$ cat src/rtl/stack_cache_sequencer_pkg.sv
// Shared BeeF definitions: the control-unit phase (STATE) and the stack cache sequencer FSM states.
package definitions;

    typedef enum logic [1:0] {CORE_S, CACHE_SAVE_S, CACHE_LOAD_S} STATE;

    typedef enum logic [1:0] {IDLE, SAVE, SHIFT, LOAD} seq_state_e;

    // Phase reported to the control unit so it picks the load or save control bundles.
    function automatic STATE phase_of(input seq_state_e s);
        case (s)
            SAVE, SHIFT: return CACHE_SAVE_S;
            LOAD:        return CACHE_LOAD_S;
            default:     return CORE_S;
        endcase
    endfunction

endpackage

$ cat src/rtl/stack_cache_sequencer_if.sv
// Main-memory burst port of the stack cache sequencer: req/ack handshake plus beat address and direction.
interface stack_cache_sequencer_if #(
    parameter int ADDR_W = 16
) ();
    logic              req;
    logic              we;
    logic [ADDR_W-1:0] addr;
    logic              ack;

    modport master (output req, output we, output addr, input ack);
    modport slave  (input req, input we, input addr, output ack);
endinterface

$ cat src/rtl/stack_cache_sequencer_burst_engine.sv
// Beat sequencer for one spill/fill burst: holds mem_req across beats, counts beats, flags the last ack.
module cache_burst_engine #(
    parameter int BURST  = 4,
    parameter int ADDR_W = 16,
    parameter int IDX_W  = 3
) (
    input  logic              clk,
    input  logic              reset,
    input  logic              i_start,
    input  logic [ADDR_W-1:0] i_base,
    input  logic              i_we,
    input  logic              i_ack,
    output logic              o_req,
    output logic              o_we,
    output logic [ADDR_W-1:0] o_addr,
    output logic [IDX_W-1:0]  o_idx,
    output logic              o_done
);
    logic              r_req;
    logic              r_we;
    logic [ADDR_W-1:0] r_base;
    logic [IDX_W-1:0]  r_beat;
    logic              w_last;

    assign w_last = (r_beat == IDX_W'(BURST - 1));
    assign o_done = r_req & i_ack & w_last;

    always_ff @(posedge clk) begin
        // NOTE: sequential state uses non-blocking assignments so every register samples pre-edge values.
        if (reset) begin
            r_req  <= 1'b0;
            r_we   <= 1'b0;
            r_base <= '0;
            r_beat <= '0;
        end else if (i_start) begin
            r_req  <= 1'b1;
            r_we   <= i_we;
            r_base <= i_base;
            r_beat <= '0;
        end else if (r_req && i_ack) begin
            if (w_last) begin
                r_req  <= 1'b0;
                r_beat <= '0;
            end else begin
                r_beat <= r_beat + IDX_W'(1);
            end
        end
    end

    // Outputs are decodes of registered state, so they hold steady until the beat is acked.
    assign o_req  = r_req;
    assign o_we   = r_req & r_we;
    assign o_addr = r_req ? (r_base + ADDR_W'(r_beat)) : '0;
    assign o_idx  = r_req ? r_beat : '0;

endmodule

$ cat src/rtl/stack_cache_sequencer.sv
// Stack cache spill/fill sequencer for the BeeF core: occupancy, spilled-region pointer and core stall.
// Optional macro BEEF_CACHE_STATS_EN adds saturating spill_count / fill_count outputs.
module stack_cache_sequencer
    import definitions::*;
#(
    parameter int CACHE_DEPTH = 8,
    parameter int BURST       = 4,
    parameter int ADDR_W      = 16
) (
    input  logic                           clk,
    input  logic                           reset,
    input  logic                           push_i,
    input  logic                           pop_i,
    output logic                           stall,
    output STATE                           state_out,
    output logic [$clog2(CACHE_DEPTH):0]   level,
    output logic [$clog2(CACHE_DEPTH)-1:0] cache_idx,
    output logic                           cache_write,
    output logic                           cache_shift,
    stack_cache_sequencer_if.master        mem,
    output logic                           underflow,
    output logic                           overflow
`ifdef BEEF_CACHE_STATS_EN
    ,
    output logic [15:0]                    spill_count,
    output logic [15:0]                    fill_count
`endif
);
    localparam int IDX_W = $clog2(CACHE_DEPTH);
    localparam int LVL_W = IDX_W + 1;
    localparam int SP_W  = ADDR_W + 1;
    localparam int SPX_W = ADDR_W + 2;

    seq_state_e        r_state, w_next_state;
    logic [LVL_W-1:0]  r_level;
    logic [SP_W-1:0]   r_mem_sp;
    logic              r_underflow, r_overflow;

    logic              w_push_only, w_pop_only, w_full, w_empty, w_room, w_sp_zero;
    logic              w_start, w_start_we, w_done, w_set_ovf, w_set_unf;
    logic [ADDR_W-1:0] w_start_base;
    logic [SP_W-1:0]   w_sp_down;

    assign w_push_only = push_i & ~pop_i;
    assign w_pop_only  = pop_i & ~push_i;
    assign w_full      = (r_level == LVL_W'(CACHE_DEPTH));
    assign w_empty     = (r_level == '0);
    assign w_sp_zero   = (r_mem_sp == '0);
    assign w_sp_down   = r_mem_sp - SP_W'(BURST);
    // Widened by one bit so mem_sp + BURST cannot wrap when mem_sp already equals 2^ADDR_W.
    assign w_room      = ({1'b0, r_mem_sp} + SPX_W'(BURST)) <= (SPX_W'(1) << ADDR_W);

    always_ff @(posedge clk) begin
        if (reset) r_state <= IDLE;
        else       r_state <= w_next_state;
    end

    always_comb begin
        // NOTE: every signal gets a default first so no path through the case infers a latch.
        w_next_state = r_state;
        w_start      = 1'b0;
        w_start_we   = 1'b0;
        w_start_base = r_mem_sp[ADDR_W-1:0];
        w_set_ovf    = 1'b0;
        w_set_unf    = 1'b0;
        stall        = 1'b0;
        cache_write  = 1'b0;
        cache_shift  = 1'b0;
        unique case (r_state)
            IDLE: begin
                if (w_push_only && w_full) begin
                    if (w_room) begin
                        w_next_state = SAVE;
                        w_start      = 1'b1;
                        w_start_we   = 1'b1;
                        stall        = 1'b1;
                    end else begin
                        w_set_ovf = 1'b1;
                    end
                end else if (w_pop_only && w_empty) begin
                    if (w_sp_zero) begin
                        w_set_unf = 1'b1;
                    end else begin
                        w_next_state = LOAD;
                        w_start      = 1'b1;
                        w_start_base = w_sp_down[ADDR_W-1:0];
                        stall        = 1'b1;
                    end
                end
            end
            SAVE: begin
                stall = 1'b1;
                if (w_done) w_next_state = SHIFT;
            end
            SHIFT: begin
                stall        = 1'b1;
                cache_shift  = 1'b1;
                w_next_state = IDLE;
            end
            LOAD: begin
                stall       = 1'b1;
                cache_write = mem.ack;
                if (w_done) w_next_state = IDLE;
            end
        endcase
    end

    always_ff @(posedge clk) begin
        if (reset) begin
            r_level     <= '0;
            r_mem_sp    <= '0;
            r_underflow <= 1'b0;
            r_overflow  <= 1'b0;
        end else begin
            if (w_set_ovf) r_overflow  <= 1'b1;
            if (w_set_unf) r_underflow <= 1'b1;
            case (r_state)
                IDLE: begin
                    if (w_push_only && !w_full)      r_level <= r_level + LVL_W'(1);
                    else if (w_pop_only && !w_empty) r_level <= r_level - LVL_W'(1);
                end
                SHIFT: begin
                    r_level  <= r_level - LVL_W'(BURST);
                    r_mem_sp <= r_mem_sp + SP_W'(BURST);
                end
                LOAD: begin
                    if (w_done) begin
                        r_level  <= LVL_W'(BURST);
                        r_mem_sp <= w_sp_down;
                    end
                end
                default: ;
            endcase
        end
    end

    cache_burst_engine #(
        .BURST (BURST),
        .ADDR_W(ADDR_W),
        .IDX_W (IDX_W)
    ) u_burst (
        .clk    (clk),
        .reset  (reset),
        .i_start(w_start),
        .i_base (w_start_base),
        .i_we   (w_start_we),
        .i_ack  (mem.ack),
        .o_req  (mem.req),
        .o_we   (mem.we),
        .o_addr (mem.addr),
        .o_idx  (cache_idx),
        .o_done (w_done)
    );

    assign state_out = phase_of(r_state);
    assign level     = r_level;
    assign underflow = r_underflow;
    assign overflow  = r_overflow;

`ifdef BEEF_CACHE_STATS_EN
    logic [15:0] r_spill_count, r_fill_count;

    always_ff @(posedge clk) begin
        if (reset) begin
            r_spill_count <= '0;
            r_fill_count  <= '0;
        end else begin
            if (r_state == SHIFT && r_spill_count != 16'hFFFF) r_spill_count <= r_spill_count + 16'd1;
            if (r_state == LOAD && w_done && r_fill_count != 16'hFFFF) r_fill_count <= r_fill_count + 16'd1;
        end
    end

    assign spill_count = r_spill_count;
    assign fill_count  = r_fill_count;
`endif

endmodule

$ cat src/flat_wrapper.sv
// flat-port wrapper written by rule: the top's interface ports become plain ports
module stack_cache_sequencer_flat import definitions::*;
#(
    parameter int CACHE_DEPTH = 8,
    parameter int BURST       = 4,
    parameter int ADDR_W      = 16
)
  (clk, reset, push_i, pop_i, stall, state_out, level, cache_idx, cache_write, cache_shift, underflow, overflow, mem_req, mem_we, mem_addr, mem_ack);
  stack_cache_sequencer_if #(.ADDR_W(ADDR_W)) mem_i ();
  input  logic clk;
  input  logic reset;
  input  logic push_i;
  input  logic pop_i;
  output logic stall;
  output STATE state_out;
  output logic [$clog2(CACHE_DEPTH):0] level;
  output logic [$clog2(CACHE_DEPTH)-1:0] cache_idx;
  output logic cache_write;
  output logic cache_shift;
  output logic underflow;
  output logic overflow;
  output wire logic [$bits(mem_i.req)-1:0] mem_req;
  output wire logic [$bits(mem_i.we)-1:0] mem_we;
  output wire logic [$bits(mem_i.addr)-1:0] mem_addr;
  input wire logic [$bits(mem_i.ack)-1:0] mem_ack;
  assign mem_req = mem_i.req;
  assign mem_we = mem_i.we;
  assign mem_addr = mem_i.addr;
  assign mem_i.ack = mem_ack;
  stack_cache_sequencer #(.CACHE_DEPTH(CACHE_DEPTH), .BURST(BURST), .ADDR_W(ADDR_W)) u_core (.clk(clk), .reset(reset), .push_i(push_i), .pop_i(pop_i), .stall(stall), .state_out(state_out), .level(level), .cache_idx(cache_idx), .cache_write(cache_write), .cache_shift(cache_shift), .mem(mem_i), .underflow(underflow), .overflow(overflow));
endmodule
$ cat config.mk
export PLATFORM = sky130hd
export DESIGN_NAME = stack_cache_sequencer_flat
export DESIGN_NICKNAME = d
export VERILOG_FILES = /design/src/rtl/stack_cache_sequencer_pkg.sv /design/src/rtl/stack_cache_sequencer_if.sv /design/src/rtl/stack_cache_sequencer_burst_engine.sv /design/src/rtl/stack_cache_sequencer.sv /design/src/flat_wrapper.sv
export SDC_FILE = /design/constraint.sdc
export NUM_CORES = 1
export LEC_CHECK = 0
export ABC_AREA = 0
export ABC_CLOCK_PERIOD_IN_PS = 2300
export CORE_MARGIN = 1.5
export CORE_UTILIZATION = 25
export DETAILED_ROUTE_END_ITERATION = 8
export GPL_ROUTABILITY_DRIVEN = 1
export SYNTH_ARGS = -nofsm -noshare
export SYNTH_HDL_FRONTEND = slang
export SYNTH_SLANG_ARGS = --single-unit
$ cat constraint.sdc
create_clock -name clk -period 2.3 [get_ports clk]
set_input_delay 0.23 -clock clk [delete_from_list [all_inputs] [get_ports clk]]
set_output_delay 0.23 -clock clk [all_outputs]
set_load 0.01 [all_outputs]
==> key figures <==
Synth
  • Largest family of logic cells by synthesized area: simple AND/OR/NAND/NOR gates
  • Async SR Flop Fraction: 0%
  • YS warnings: 0
  • Ys flop type: dfxtp_1
  • XOR/XNOR Fraction of Synth Area: under 10%
  • FF+latch count, synth: between 40 and 50
  • Netlist cell types: 65
  • Synthesized area: 3290 µm²
  • Synth Area in Compound Gates: about a fifth
  • Seq/Total Area, Yosys: around a quarter
  • Mean Syn Cell Area: between 7 and 8 µm²
  • Adder-Cell Fraction of Synth Area: between 6 and 7%
  • Syn Nets: 451
  • Mux cell area share after synthesis: about 1.2%
  • Mapped Cells: between 400 and 500
  • Simple logic cell fraction of the synthesized area: 32.7%
  • Post-synth EDFFs: 0

Layout
  • Final Non-Filler Cells: 695
  • Fill cell count: roughly 1,300
  • Most frequent cells in the layout: buf_4 (73), nor2_1 (41), dfxtp_1 (34)
  • Synthesis-to-layout area growth: 49.4%
  • Share of cells above drive strength 1: between 30 and 40%
  • N_diodes: 0
  • Most common cell after layout, fill and taps aside: buf_4
  • Footprint of the multi-input gates: approximately 2500 µm²
  • Nets: 544
  • Post-route cell area: slightly below 5000 µm²
  • Register area: about 860 µm²

STA
  • Final setup TNS: -4.93 ns
  • Fmax: a little under 400 MHz
  • Worst Tran Pin Value: 0.464 ns
  • Slew Limit Fails: 0
  • Final setup viols: 27
  • Slew HR: 69.1%
  • Minimum clock period: between 2 and 3 ns
  • Endpoints failing hold: 0
  • Worst Skew: between 0.004 and 0.005 ns
  • Worst hold margin: about 0.47 ns
  • Final period utilization: 111%
  • Final setup margin: -0.262 ns
  • RSZ-0062 raised after global routing: yes

CTS
  • Worst skew pair latency: between 0.2 and 0.3 ns
  • Reg clk slew, reported paths: 0.06 ns
  • CTS tree: done
  • Cts hold-fix bufs: 0
  • TritonCTS buffer count: 5
  • CTS H-tree lvls: 2
  • Maximum clock path buffer count: 2
  • Clock root cell: clkbuf_16
  • CTS sink count: 42

Setup path
  • Critical path class: flop to flop
  • Reg2reg setup slack: -0.26 ns
  • Crit start category: flop
  • Setup crit end: u_core.u_burst.r_base[4]
  • WP data arrival: 2.79 ns
  • Nature of the critical path endpoint: flop
  • CP Max Fanout: 18
  • RR Startpoint: u_core.r_mem_sp[2]
  • Worst Setup SP: u_core.r_mem_sp[2]
  • FF-to-FF End: u_core.u_burst.r_base[4]
  • R2R depth: 11
  • CP required: 2.52 ns

Placement
  • GPL Wtd Cong: 0.883
  • IO Port Bufs: 36
  • Hpwl dp: between 7000 and 8000 µm
  • Placement Setup Slack: -0.354 ns
  • Dpl cell area: between 4000 and 5000 µm²
  • Placed cell count: approximately 680

Status
  • Status: finished with violations
  • Violated checks: setup timing

Floorplan
  • Die Y: around 120 µm
  • Initial Utilization: about 26%
  • Top Ports: 37
  • FP Rows: between 40 and 50
  • Die Width: 118 µm
  • Core Region: about 13,000 µm²
  • Die footprint: 13,900 µm²

Drt
  • Via/cell ratio: a little under 5
  • Final WL: around 9900 µm
  • Final ANT Viol Nets: 0
  • Wire per inst: roughly 14 µm
  • Iteration-0 DRC Markers: between 150 and 200
  • Detailed Routing Iterations Pass 1: 6
  • Residual DRC count: 0
  • Total number of vias: ~3,400

Global routing
  • Vias in the first global route: 3,279
  • GR Util All Layers: 14.4%
  • Total grt overflow: 0
  • First-pass GRT wire length: roughly 17,000 µm
  • Largest net degree at the start of global routing: 26
  • Initial antenna violation count: 0

Power
  • Pleak: 2.05 nW
  • Power Dens Cells: 851 nW/µm²
  • Max IR drop VDD: 0.318 mV

Worst hold path
  • Min-delay worst type: flop to flop

Run
  • MaxCap Viol Count: 0
## power by group
| group | internal [W] | switching [W] | leakage [nW] |
|---|---|---|---|
| clock network | 0.000514 | 0.000308 | 0.0814 |
| logic | 0.00120 | 0.00119 | 1.63 |
| registers | 0.000860 | 0.000117 | 0.345 |
| total | 0.00257 | 0.00162 | 2.05 |
## critical path, cell delays in order (launching register included)
cell      delay [ns]
dfxtp_4         0.36
buf_4           0.18
inv_2           0.07
buf_4           0.16
ha_1            0.20
and4_1          0.19
buf_4           0.15
nand2b_1        0.33
buf_12          0.26
nor3b_1         0.40
a31oi_4         0.06
a21oi_2         0.12
## synth_stat cells (2+ instances only)
cell	number	area share, %
nor2_1	44	5.0
and3_1	9	1.7
a21o_1	4	0.91
nand2_1	26	3.0
buf_1	5	0.57
or3_1	8	1.5
nand4_2	2	0.76
o31ai_1	2	0.46
o21ai_1	2	0.30
nor2b_1	5	0.95
nor3_1	12	1.8
nand4_1	2	0.38
clkbuf_1	20	2.3
buf_4	3	0.68
nor3b_1	4	0.91
o21ai_0	17	2.6
o221a_1	5	1.7
a211oi_1	5	1.1
nand3_1	22	3.3
nor4_1	7	1.3
a31oi_1	12	2.3
a22oi_1	2	0.46
ha_1	16	6.1
buf_6	2	0.68
inv_1	11	1.3
and4_1	2	0.53
nand3b_1	2	0.46
o22ai_1	2	0.38
dfxtp_1	42	26
mux2i_1	4	1.2
nand2b_1	7	1.3
a21oi_1	40	6.1
o221a_2	2	0.68
xnor2_1	15	4.0
buf_2	6	0.91
and2_1	22	4.2
xor2_1	10	2.7
## sequential cells by signal (all words and copies together) (netlist names)
| register | flops |
|---|---|
| u_core.u_burst.o_req | 1 |
| u_core.u_burst.r_we | 1 |
| u_core.underflow | 1 |
| u_core.r_state | 2 |
| u_core.overflow | 1 |
| u_core.level | 4 |
| u_core.r_mem_sp | 15 |
| u_core.u_burst.r_base | 14 |
| u_core.u_burst.r_beat | 3 |
## worst min path at each step
stage	from	to	slack, ns	cells past startpoint
after detailed placement	u_core.u_burst.r_we	u_core.u_burst.r_we	0.46	2
after global placement	u_core.u_burst.r_we	u_core.u_burst.r_we	0.45	2
after floorplan	mem_ack	u_core.u_burst.r_beat[2]	0.43	3
after global routing	u_core.u_burst.r_we	u_core.u_burst.r_we	0.50	2
final	u_core.u_burst.r_we	u_core.u_burst.r_we	0.47	2
after CTS	u_core.u_burst.r_we	u_core.u_burst.r_we	0.47	2
## cell families after synthesis
group           after synthesis
compound gates              104
xor+xnor                     26
fa+ha+maj                    17
buf+inv                      47
flops                        42
mux                           4
simple gates                189
## final cells by class
type	count	area share (%)
clock buffers	6	2.62
clock inverters	2	0.737
inverters	11	0.839
multi-input cells	341	51.4
flip-flops and latches	42	17.4
well taps	172	4.37
repair buffers	121	22.6
## per-layer routing
| metal | GRT usage, % | up-vias | part of all wire [%] |
|---|---|---|---|
| li1 | - | 1727 | - |
| met1 | 18.6 | 1637 | 47 |
| met2 | 24.2 | 58 | 48 |
| met3 | 2.47 | 12 | 3.2 |
| met4 | 4.65 | 0 | 2.1 |
| met5 | 0 | - | 0 |
## metrics by stage
stage / power (W) / utilization [%]
after global routing: 0.00447 / 38.7
after detailed placement: 0.00300 / 34.2
final: 0.00419 / 38.7
after floorplan: 0.00218 / -
after global placement: 0.00296 / 34.2
after CTS: 0.00397 / 37.2
## repair_timing
action,CTS,global route
pin swaps,17,16
gates resized for setup,43,36
cloned,1,1
setup buffers,5,6
setup endpoints to repair,32,35
Power figures use the tool's default switching activity.
